`src/rtl/xalu_pkg.sv`:
```
// Shared definitions for the nibble-serial ALU sequencer: slice function codes,
// FSM state type and an illegal-op helper.
package xalu_pkg;

  localparam logic [3:0] OP_ADD   = 4'd0;
  localparam logic [3:0] OP_AND   = 4'd1;
  localparam logic [3:0] OP_OR    = 4'd2;
  localparam logic [3:0] OP_XOR   = 4'd3;
  localparam logic [3:0] OP_PASSA = 4'd4;
  localparam logic [3:0] OP_PASSB = 4'd5;
  localparam logic [3:0] OP_SHR   = 4'd6;
  localparam logic [3:0] OP_SHL   = 4'd7;
  localparam logic [3:0] OP_COM   = 4'd8;
  localparam logic [3:0] OP_LAST  = 4'd8;

  typedef enum logic [1:0] {
    IDLE,
    RUN,
    DONE
  } state_t;

  // Function codes above OP_LAST have no slice behaviour.
  function automatic logic op_illegal(input logic [3:0] op);
    return (op > OP_LAST);
  endfunction

endpackage

```
`src/rtl/xalu_nib_sel.sv`:
```
// Nibble selector: fetches nibble k of both operands and builds the result
// vector with nibble k replaced. k = i_idx, or NIBBLES-1-i_idx when
// i_msb_first is set (SHR walks the word from the top).
module xalu_nib_sel #(
  parameter int unsigned NIBBLES = 4,
  localparam int unsigned W  = 4 * NIBBLES,
  localparam int unsigned IW = $clog2(NIBBLES)
) (
  input  logic [IW-1:0] i_idx,
  input  logic          i_msb_first,
  input  logic [W-1:0]  i_a,
  input  logic [W-1:0]  i_b,
  input  logic [W-1:0]  i_res,
  input  logic [3:0]    i_nib,
  output logic [3:0]    o_a,
  output logic [3:0]    o_b,
  output logic [W-1:0]  o_res
);

  localparam logic [IW-1:0] LAST_IDX = IW'(NIBBLES - 1);

  logic [IW-1:0] w_k;

  // Map the sequence index onto the physical nibble position.
  always_comb begin
    w_k = i_msb_first ? (LAST_IDX - i_idx) : i_idx;
  end

  // Operand fetch and result insert at nibble w_k.
  always_comb begin
    o_a   = '0;
    o_b   = '0;
    o_res = i_res;
    for (int unsigned n = 0; n < NIBBLES; n++) begin
      if (w_k == IW'(n)) begin
        o_a              = i_a[4*n +: 4];
        o_b              = i_b[4*n +: 4];
        o_res[4*n +: 4]  = i_nib;
      end
    end
  end

endmodule

```
`src/rtl/xalu_seq.sv`:
```
// Multi-cycle sequencer driving an external combinational 4-bit ALU slice one
// nibble per clock, chaining carries through a register.
// Optional signed ADD overflow flag: define XALU_SEQ_OVF_EN.
module xalu_seq
  import xalu_pkg::*;
#(
  parameter int unsigned NIBBLES = 4,
  localparam int unsigned W = 4 * NIBBLES
) (
  input  logic         clk,
  input  logic         rst,
  input  logic         cmd_valid,
  output logic         cmd_ready,
  input  logic [3:0]   cmd_op,
  input  logic [W-1:0] cmd_a,
  input  logic [W-1:0] cmd_b,
  input  logic         cmd_ci,
  output logic         res_valid,
  input  logic         res_ready,
  output logic [W-1:0] res_d,
  output logic         res_co,
  output logic         res_zero,
  output logic         res_negz,
  output logic         res_equ,
  output logic         res_illegal,
  output logic         res_ovf,
  output logic [3:0]   alu_a,
  output logic [3:0]   alu_b,
  output logic [3:0]   alu_f,
  output logic         alu_ci_right,
  output logic         alu_ci_left,
  input  logic [3:0]   alu_d,
  input  logic         alu_co_left,
  input  logic         alu_co_right,
  input  logic         alu_zero,
  input  logic         alu_negz,
  input  logic         alu_equ
);

  localparam int unsigned   IW       = $clog2(NIBBLES);
  localparam logic [IW-1:0] LAST_IDX = IW'(NIBBLES - 1);

  state_t        r_state;
  state_t        w_next;
  logic [3:0]    r_op;
  logic [W-1:0]  r_a;
  logic [W-1:0]  r_b;
  logic          r_ci;
  logic [IW-1:0] r_idx;
  logic          r_carry;
  logic [W-1:0]  r_res;
  logic          r_co;
  logic          r_zero;
  logic          r_negz;
  logic          r_equ;
  logic          r_illegal;

  logic          w_cmd_fire;
  logic          w_res_fire;
  logic          w_run;
  logic          w_first;
  logic          w_last;
  logic          w_shr;
  logic          w_chain_right;
  logic [3:0]    w_a_nib;
  logic [3:0]    w_b_nib;
  logic [W-1:0]  w_res_ins;

  assign w_cmd_fire    = cmd_valid & cmd_ready;
  assign w_res_fire    = res_valid & res_ready;
  assign w_run         = (r_state == RUN);
  assign w_first       = (r_idx == '0);
  assign w_last        = (r_idx == LAST_IDX);
  assign w_shr         = (r_op == OP_SHR);
  assign w_chain_right = (r_op == OP_ADD) || (r_op == OP_SHL);

  xalu_nib_sel #(.NIBBLES(NIBBLES)) u_nib_sel (
    .i_idx       (r_idx),
    .i_msb_first (w_shr),
    .i_a         (r_a),
    .i_b         (r_b),
    .i_res       (r_res),
    .i_nib       (alu_d),
    .o_a         (w_a_nib),
    .o_b         (w_b_nib),
    .o_res       (w_res_ins)
  );

  // State register.
  always_ff @(posedge clk or posedge rst) begin
    if (rst) r_state <= IDLE;
    else     r_state <= w_next;
  end

  // Next-state logic and handshake outputs.
  always_comb begin
    w_next    = r_state;
    cmd_ready = 1'b0;
    res_valid = 1'b0;
    case (r_state)
      IDLE: begin
        cmd_ready = 1'b1;
        if (cmd_valid) w_next = RUN;
      end
      RUN: begin
        if (w_last) w_next = DONE;
      end
      DONE: begin
        res_valid = 1'b1;
        if (res_ready) w_next = IDLE;
      end
      default: w_next = IDLE;
    endcase
  end

  // Slice drive: operands, function code and chained carry, only while running.
  always_comb begin
    alu_a        = '0;
    alu_b        = '0;
    alu_f        = '0;
    alu_ci_right = 1'b0;
    alu_ci_left  = 1'b0;
    if (w_run) begin
      alu_a = w_a_nib;
      alu_b = w_b_nib;
      alu_f = r_op;
      if (w_chain_right) alu_ci_right = w_first ? r_ci : r_carry;
      if (w_shr)         alu_ci_left  = w_first ? r_ci : r_carry;
    end
  end

  // Command latch and per-nibble capture of slice results.
  always_ff @(posedge clk or posedge rst) begin
    if (rst) begin
      r_op      <= '0;
      r_a       <= '0;
      r_b       <= '0;
      r_ci      <= 1'b0;
      r_idx     <= '0;
      r_carry   <= 1'b0;
      r_res     <= '0;
      r_co      <= 1'b0;
      r_zero    <= 1'b0;
      r_negz    <= 1'b0;
      r_equ     <= 1'b0;
      r_illegal <= 1'b0;
    end else if (w_cmd_fire) begin
      r_op  <= cmd_op;
      r_a   <= cmd_a;
      r_b   <= cmd_b;
      r_ci  <= cmd_ci;
      r_idx <= '0;
    end else if (w_run) begin
      r_idx     <= r_idx + IW'(1);
      r_res     <= w_res_ins;
      r_carry   <= w_shr ? alu_co_right : alu_co_left;
      // flags restart on the first nibble instead of being preset at accept
      r_zero    <= alu_zero & (w_first | r_zero);
      r_negz    <= alu_negz & (w_first | r_negz);
      r_equ     <= alu_equ  & (w_first | r_equ);
      r_illegal <= op_illegal(r_op);
      if (w_last) begin
        if (w_chain_right) r_co <= alu_co_left;
        else if (w_shr)    r_co <= alu_co_right;
        else               r_co <= 1'b0;
      end
    end
  end

  assign res_d       = r_res;
  assign res_co      = r_co;
  assign res_zero    = r_zero;
  assign res_negz    = r_negz;
  assign res_equ     = r_equ;
  assign res_illegal = r_illegal;

`ifdef XALU_SEQ_OVF_EN
  logic r_ovf;

  // Signed ADD overflow from the top nibble's sign bits at the final capture.
  always_ff @(posedge clk or posedge rst) begin
    if (rst) begin
      r_ovf <= 1'b0;
    end else if (r_state == IDLE) begin
      r_ovf <= 1'b0;
    end else if (w_run && w_last) begin
      r_ovf <= (r_op == OP_ADD) && (alu_a[3] == alu_b[3]) && (alu_d[3] != alu_a[3]);
    end
  end

  assign res_ovf = r_ovf;
`else
  assign res_ovf = 1'b0;
`endif

endmodule

```
`config.mk`:
```
export PLATFORM = sky130hd
export DESIGN_NAME = xalu_seq
export DESIGN_NICKNAME = d
export VERILOG_FILES = /design/src/rtl/xalu_pkg.sv /design/src/rtl/xalu_nib_sel.sv /design/src/rtl/xalu_seq.sv
export SDC_FILE = /design/constraint.sdc
export NUM_CORES = 1
export LEC_CHECK = 0
export CORE_UTILIZATION = 52
export DETAILED_ROUTE_END_ITERATION = 8
export PLACE_DENSITY = 0.92
export SYNTH_ARGS = -nofsm -noshare
export SYNTH_HDL_FRONTEND = slang
export SYNTH_SLANG_ARGS = --single-unit
export TNS_END_PERCENT = 1
```
`constraint.sdc`:
```
create_clock -name clk -period 3.2 [get_ports clk]
set_clock_uncertainty 0.05 [all_clocks]
set_input_delay 0.64 -clock clk [delete_from_list [all_inputs] [get_ports clk]]
set_output_delay 0.64 -clock clk [all_outputs]
set_load 0.01 [all_outputs]
```
# Yosys cells after proc, flatten, opt, wreduce, memory -nomap -nowiden
# Cells that the tools add are included.
# Widths: inputs -> output; s select.
totals:
  register_bits: 63
  word_cells: 79
  out_inout_bits: 38
op_classes:
  add_sub_neg: 2
  muxes: 28
  bitwise_logic: 8
  n_eq_ne: 11
  n_reduce_logical: 13
  n_lt_le_gt_ge: 1
op_table:
  columns: ["operator", "n"]
  rows:
  - ["$mux 4", 11]
  - ["$reduce_and 3->1", 6]
  - ["$mux 2", 6]
  - ["$mux 1", 10]
  - ["$eq 2x2->1 const B", 4]
  - ["$eq 4x3->1 const B", 2]
  - ["$logic_not 2->1", 3]
  - ["$pmux 2 s3", 1]
  - ["$and 1x1->1", 4]
  - ["$eq 2x1->1 const B", 2]
  - ["$gt 4x4->1 const B", 1]
  - ["$logic_not 4->1", 1]
  - ["$ne 2x2->1 const B", 2]
  - ["$or 1x1->1", 3]
  - ["$add 2x1->2 const B", 1]
  - ["$ne 2x1->1 const B", 1]
  - ["$reduce_and 2->1", 1]
  - ["$reduce_bool 2->1", 1]
  - ["$sub 2x2->2 const A", 1]
  - ["$logic_or 1x1->1", 1]
  - ["$not 1->1", 1]

# Depth between registers and ports, before layout
# Gate-level depths: netlist of run 1.
logic_depth:
  word_depth: 8
  depth_mapped: 7
  depth_no_buf: 5

# Modules after synthesis
# Synthesis of run 1 repeated with hierarchy kept, for this count alone.
hier_totals:
  cells_unflattened: 329
  area_unflattened_um2: 3545.9
by_module_without_submodules:
  columns: ["module", "cells_each", "n_inst", "area_each_um2"]
  rows:
  - ["xalu_seq", 211, 1, 2578.7]
  - ["xalu_nib_sel", 118, 1, 967.2]

# Worst setup path after synthesis of run 1
# Ideal clock, no wire load.
synth_timing:
  kind: "register -> output"
  startpoint: "register r_op[3]"
  endpoint: "output port alu_a[0]"
  path_stages_with_launch: 6
  n_path_buf: 1
  arrival_time_ps: 1573
  required_time_ps: 2510
  path_slack_ps: 937
  cell_sequence: "dfrtp_1 -> and4bb_4 -> buf_12 -> mux2i_4 -> o21ai_0 -> nor3_1"
synth_between:
  elab_chain_cells: 8
synth_lines:
  columns: ["item", "line_no", "rtl"]
  rows:
  - ["from (decl)", "xalu_seq.sv:45", "logic [3:0] r_op;"]
  - ["from (signal assigned)", "xalu_seq.sv:148", "r_op <= cmd_op;"]
  - ["$eq 4x3->1 *", "xalu_seq.sv:74", "assign w_shr = (r_op == OP_SHR);"]
  - ["$mux 2 *", "xalu_nib_sel.sv:26", "w_k = i_msb_first ? (LAST_IDX - i_idx) : i_idx;"]
  - ["$logic_not 2->1", "xalu_nib_sel.sv:35", "if (w_k == IW'(n)) begin"]
  - ["$mux 4 (3 in series)", "xalu_nib_sel.sv:35", null]
  - ["$mux 4 *", "xalu_nib_sel.sv:35", null]
  - ["$mux 4 *", "xalu_seq.sv:123", "if (w_run) begin"]
  - ["to (decl)", "xalu_seq.sv:27", "output logic [3:0] alu_a,"]
# Every way passes the cells marked *; elsewhere a longest branch is shown, timed or not.

# Final worst setup path of run 1
layout_timing:
  startpoint: "register r_op[0]"
  endpoint: "output port alu_b[1]"
layout_between:
  elab_chain_cells: 8
layout_lines:
  columns: ["item", "line_no", "rtl"]
  rows:
  - ["$eq 4x3->1 *", "xalu_seq.sv:74", null]
  - ["$mux 2 *", "xalu_nib_sel.sv:26", null]
  - ["$logic_not 2->1", "xalu_nib_sel.sv:35", null]
  - ["$mux 4 (3 in series)", "xalu_nib_sel.sv:35", null]
  - ["$mux 4 *", "xalu_nib_sel.sv:35", null]
  - ["$mux 4 *", "xalu_seq.sv:123", null]
  - ["to (decl)", "xalu_seq.sv:28", "output logic [3:0] alu_b,"]
# Marked as above.

==> flow_metrics.tcl, run 1 <==
set metrics [dict create \
    power.density_nw_per_um2 1040 \
    grt_setup_unrepaired "true" \
    grt.overflow.total 0 \
    dr.pass1.iters 5 \
    reg2reg_from "r_idx[1]$_DFFE_PP0P_" \
    fin_crit_ps 3170 \
    drv_slew 0 \
    relSlewSlack_pct 54.3 \
    vdd_drop_max_uv 523 \
    hold_path_class "reg2reg" \
    critPathKind "reg2out" \
    cp.required_ps 2510 \
    drt-vias-per-instance 5.67 \
    synth_async_sr_flop_share_pct 100 \
    wl_um 8490 \
    grt_usage_pct 28.3 \
    synth_edf_count 0 \
    max_cap_viol_count 0 \
    finalSetupTns_ps 0 \
    avgSynthCellArea_um2 9.42 \
    vias 2867 \
    drive_above_1_share_pct 14.2 \
    root_buffer "clkbuf_8" \
    status "completed" \
    crit_start "r_op[0]$_DFFE_PP0P_" \
    cts_made_buffers 9 \
    core_area_um2 5890 \
    end_kind "output port" \
    portBuffers 86 \
    yosys-top-cells-area "dfrtp_1, nand2_1, mux2i_1" \
    yosysTopAreaCellShare_pct 49.7 \
    detail_route.iter0.violations 270 \
    boundaryPins 88 \
    syn_inst 337 \
    crit_path_max_incr_delay_ps 570 \
    die_h_um 80.1 \
    reg2reg_depth 5 \
    die_w_um 80.1 \
    layout_common_cells "nand2_1, clkdlybuf4s50_1, dfrtp_1" \
    crit_end "alu_b[1]" \
    dpl-instance-area_um2 4090 \
    wire_per_inst_um 16.8 \
    ys_ff_latch 63 \
    grt_pass1_vias 2710 \
    ant_nets 0 \
    power_leakage_nw 2.07 \
    cts_max_level 3 \
    setup-violations-final 0 \
    regToRegSetupSlack_ps 1150 \
    crit_path_cell_trace "and4bb_2 > nand2_1 > a32o_1 > a211oi_2 > clkdlybuf4s50_1" \
    synth_warnings 0 \
    clock_latency_ps 340 \
    critPathMaxFanout 10 \
    synth_cell_types 40 \
    r2r-end "res_d[14]$_DFFE_PP0P_" \
    grt_pass1_wl_um 13300 \
    worst_path_max_delay_cell "clkdlybuf4s50_1" \
    nets 478 \
    cts_tree "done" \
    start_util_pct 53.9 \
    yosysTopAreaCell "dfrtp_1" \
    clock-sinks 63 \
    rows 28 \
    antenna_cells 0 \
    worst_setup_path_start_kind "flop" \
    worstMarginPinSlew_ps 685 \
    antenna_found_initial 0 \
    grt_max_degree 35 \
    drc 0 \
    gp_congestion 0.795 \
    synth_nets 389 \
    areaGrowthSynthToFinish_pct 38.2 \
    layout_commonest_cell "nand2_1" \
    final_util_pct 74.5 \
    synth_area_um2 3170 \
    die_area_um2 6420 \
    cts_buffer_depth 2 \
    clk_pin_slew_ps 70 \
    whs_ps 442 \
    period_share_pct 99.2 \
    fin_area_um2 4390 \
    worstPathArrival_ps 2480 \
    max_freq_mhz 315 \
    final_hold_viol_count 0 \
    dpl.hpwl_um 5700 \
    synthFlopType "dfrtp_1" \
    yosysSeqAreaShare_pct 49.7 \
]
## power breakdown
part | leakage, nW | internal (mW) | total [mW] | switching, mW
Clock | 0.109 | 0.421 | 0.727 | 0.305
Combinational | 1.20 | 1.17 | 2.29 | 1.12
Sequential | 0.766 | 1.19 | 1.55 | 0.357
Total | 2.07 | 2.78 | 4.57 | 1.79
## worst max-delay path, delay by kind of cell (launching register included)
family / cells / cell delay, ps
DFF: 1 / 470
and+or+nand+nor: 2 / 650
buffers and inverters: 1 / 570
AOI/OAI and AO/OA: 2 / 450
## sequential cells by signal (all words and copies together), names as in the netlist
signal / flops
res_zero: 1
res_illegal: 1
r_idx: 2
res_co: 1
res_negz: 1
r_state: 2
res_d: 16
r_ci: 1
res_equ: 1
r_b: 16
r_carry: 1
r_op: 4
r_a: 16
## stage by stage
step / worst slack [ps] / instances / total power [mW]
floorplan: 937 / 337 / 2.81
global placement: 348 / 485 / 3.60
detailed placement: 246 / 485 / 3.73
CTS: 6.09 / 505 / 4.52
global route: -24.8 / 506 / 4.85
finish: 25.8 / 506 / 4.57
## layout make-up
cell class              count  area (µm²)
inverters                   5        18.8
clock buffers              13         169
repair buffers             97         978
well taps                  75        93.8
flip-flops and latches     63        1580
clock inverters             3        40.0
multi-input cells         250        1500
fillers                   390        1500
## synthesized netlist by cell type, types with 2 or more instances
| cell type | count |
|---|---|
| a211oi_2 | 4 |
| a22o_1 | 2 |
| a31oi_1 | 2 |
| a32o_1 | 5 |
| and2_1 | 6 |
| and3_1 | 2 |
| buf_1 | 3 |
| buf_2 | 8 |
| buf_4 | 3 |
| clkbuf_1 | 5 |
| dfrtp_1 | 63 |
| ha_1 | 2 |
| inv_1 | 5 |
| mux2_1 | 3 |
| mux2_2 | 10 |
| mux2_4 | 4 |
| mux2i_1 | 16 |
| nand2_1 | 139 |
| nand3_1 | 4 |
| nor2_1 | 8 |
| nor2_4 | 2 |
| nor2b_1 | 3 |
| nor3_1 | 6 |
| o21ai_0 | 10 |
| o221ai_1 | 5 |
| o22a_1 | 3 |
## worst min-delay path by stage
| stage | from | endpoint | slack (ps) | cells after the start |
|---|---|---|---|---|
| 6_report | r_ci$_DFFE_PP0P_ | r_ci$_DFFE_PP0P_ | 440 | 2 |
| 5_1_grt | r_a[10]$_DFFE_PP0P_ | r_a[10]$_DFFE_PP0P_ | 460 | 2 |
| 3_5_place_dp | r_a[13]$_DFFE_PP0P_ | r_a[13]$_DFFE_PP0P_ | 410 | 2 |
| 2_1_floorplan | r_ci$_DFFE_PP0P_ | r_ci$_DFFE_PP0P_ | 390 | 2 |
| 4_1_cts | r_ci$_DFFE_PP0P_ | r_ci$_DFFE_PP0P_ | 430 | 2 |
| 3_3_place_gp | r_ci$_DFFE_PP0P_ | r_ci$_DFFE_PP0P_ | 410 | 2 |
## cells by family (layout without fill, tap and decap cells)
kind of cell	Yosys count	count (layout)	synth area share [%]
other	1	1	0.118
flip-flops	63	63	49.7
adder cells (fa/ha/maj)	2	2	0.789
AND/OR/NAND/NOR	177	179	24.0
multiplexers	34	34	12.3
buffers and inverters	26	118	4.50
AO/OA/AOI/OAI	34	34	8.64
## repair_timing
| action | CTS | global route |
|---|---|---|
| hold buffers | 0 | 0 |
| pin swaps | 1 | 1 |
| resized for setup | 2 | 11 |
| endpoints found under the setup margin | 8 | 8 |
| cloned | 2 | 0 |
| hold endpoints to repair | 0 | 0 |
| setup buffers | 2 | 1 |
## layer usage
metal | wire length (µm) | global-route usage [%] | up-vias
met5 | 0 | 0 | -
met4 | 267 | 12.3 | 0
met3 | 718 | 5.34 | 32
met2 | 4180 | 48.6 | 184
met1 | 3330 | 34.5 | 1348
li1 | - | - | 1303
(Power assumes the default switching activity.)
==> run 2: changes to the inputs <==
--- a/config.mk
+++ b/config.mk
@@ -6,8 +6,10 @@
 export NUM_CORES = 1
 export LEC_CHECK = 0
 export CORE_UTILIZATION = 52
+export CTS_CLUSTER_SIZE = 24
 export DETAILED_ROUTE_END_ITERATION = 8
 export PLACE_DENSITY = 0.92
+export SETUP_SLACK_MARGIN = 0.4
 export SYNTH_ARGS = -nofsm -noshare
 export SYNTH_HDL_FRONTEND = slang
 export SYNTH_SLANG_ARGS = --single-unit
==> constraint.sdc (replaced) <==
create_clock -name clk -period 3.7 [get_ports clk]
set_clock_uncertainty 0.05 [all_clocks]
set_input_delay 0.74 -clock clk [delete_from_list [all_inputs] [get_ports clk]]
set_output_delay 0.74 -clock clk [all_outputs]
set_load 0.01 [all_outputs]
==> flow_metrics.tcl, run 2 (same netlist as run 1, synthesis figures left out) <==
set metrics [dict create \
    status "completed" \
    drv_slew 0 \
    die_w_um 80.1 \
    detail_route.iter0.violations 210 \
    start_util_pct 53.9 \
    grt_pass1_wl_um 12500 \
    drc 0 \
    hold_depth 2 \
    worst_slack_ps 456 \
    relSlewSlack_pct 50.8 \
    die_h_um 80.1 \
    hold_start "r_a[10]$_DFFE_PP0P_" \
    power_leakage_nw 2.00 \
    dr.pass1.iters 5 \
    worst_path_max_delay_cell "clkdlybuf4s50_1" \
    regToRegSetupSlack_ps 1640 \
    critPathMaxFanout 7 \
    power.density_nw_per_um2 905 \
    worst_setup_path_start_kind "flop" \
    grt_usage_pct 26.5 \
    max_cap_viol_count 0 \
    die_area_um2 6420 \
    nets 473 \
    worstMarginPinSlew_ps 738 \
    ant_nets 0 \
    wl_um 7980 \
    crit_path_max_incr_delay_ps 570 \
    antenna_found_initial 0 \
    cp.required_ps 2910 \
    fin_crit_ps 3240 \
    reg2reg_from "r_op[3]$_DFFE_PP0P_" \
    gp_congestion 0.936 \
    clock-sinks 63 \
    hold_path_class "reg2reg" \
    crit_path_cell_trace "and4bb_4 > buf_12 > nand2_1 > a32o_1 > a211oi_2 > clkdlybuf4s50_1" \
    areaGrowthSynthToFinish_pct 36.4 \
    layout_common_cells "nand2_1, clkdlybuf4s50_1, dfrtp_1" \
    fill_cells 381 \
    layout_commonest_cell "nand2_1" \
    final_util_pct 73.5 \
    clock_latency_ps 340 \
    vdd_drop_max_uv 457 \
    grt_max_degree 53 \
    worstPathArrival_ps 2450 \
    drive_above_1_share_pct 13.1 \
    reg2reg_depth 4 \
    root_buffer "clkbuf_8" \
    critPathKind "reg2out" \
    drt-vias-per-instance 5.66 \
    rows 28 \
    dpl.hpwl_um 5550 \
    cts_made_buffers 9 \
    clk_pin_slew_ps 70 \
    period_share_pct 87.7 \
    grt_pass1_vias 2622 \
    portBuffers 86 \
    wire_per_inst_um 15.9 \
    grt.overflow.total 0 \
    finalSetupTns_ps 0 \
    setup-violations-final 0 \
    final_hold_viol_count 0 \
    cts_buffer_depth 2 \
    r2r-end "res_d[8]$_DFFE_PP0P_" \
    holdPathEnd "r_a[10]$_DFFE_PP0P_" \
    antenna_cells 0 \
    max_freq_mhz 308 \
    dp_slack_ps 675 \
    grt_setup_unrepaired "true" \
    boundaryPins 88 \
    cts_max_level 3 \
    end_kind "output port" \
    cts_tree "done" \
    vias 2837 \
    core_area_um2 5890 \
]
-- run 2: cell types whose count changed in the layout (fill, tap and decap cells not counted), sizes merged --
cell           change
bufinv             +1
buf                -4
clkdlybuf4s50      +3
and4bb             -1
clkbuf             -4
dlymetal6s2s       -3
clkinvlp           +1
clkinv             +2
-- run 2: layout make-up --
cell class,count,area [µm²],area share [%]
Clock buffer,9,124,2.86
Clock inverter,7,87.6,2.02
Inverter,5,18.8,0.434
Multi-Input combinational cell,249,1490,34.5
Sequential cell,63,1580,36.5
Tap cell,75,93.8,2.17
Timing Repair Buffer,93,928,21.5
-- run 2: timing repair --
item / 4_1_cts / 5_1_grt
cloned: 1 / 0
endpoints found under the setup margin: 8 / 9
resized for setup: 3 / 6
hold buffers: 0 / 0
buffers inserted: 1 / 1
pin swaps: 1 / 1
-- run 2: per-layer routing --
layer	vias to the layer above	share of wire, %	GRT usage (%)
met5	-	0	0
met3	38	8.0	7.50
li1	1295	-	-
met2	150	47	42.3
met4	0	3.4	13.0
met1	1354	41	33.0
-- run 2: worst max-delay path, delay by kind of cell, from the launching register on --
family,cells,cell delay (ps)
buffers and inverters,2,710
DFF,1,460
and+or+nand+nor,2,530
AOI/OAI and AO/OA,2,410
-- run 2: stage by stage --
stage	hold slack, ps	total power [mW]	instance area, µm²	instances
floorplan	390	2.43	3170	337
global placement	410	3.08	4040	482
detailed placement	414	3.19	4040	482
CTS	431	3.87	4300	500
global route	456	4.16	4330	501
finish	432	3.91	4330	501
-- run 2: worst max-delay path by stage --
stage | slack [ps] | startpoint | to | cells after the start
4_1_cts | 410 | r_op[0]$_DFFE_PP0P_ | alu_a[3] | 5
3_3_place_gp | 760 | r_op[3]$_DFFE_PP0P_ | alu_a[3] | 5
3_5_place_dp | 680 | r_op[3]$_DFFE_PP0P_ | alu_a[2] | 5
6_report | 460 | r_op[3]$_DFFE_PP0P_ | alu_b[0] | 6
2_1_floorplan | 1340 | rst | r_a[0]$_DFFE_PP0P_ | 1
5_1_grt | 380 | r_idx[1]$_DFFE_PP0P_ | alu_ci_right | 6
-- run 2: power breakdown --
group	internal (mW)	switching, mW	total [mW]
registers	1.03	0.318	1.35
clock network	0.374	0.266	0.640
logic	0.987	0.939	1.93
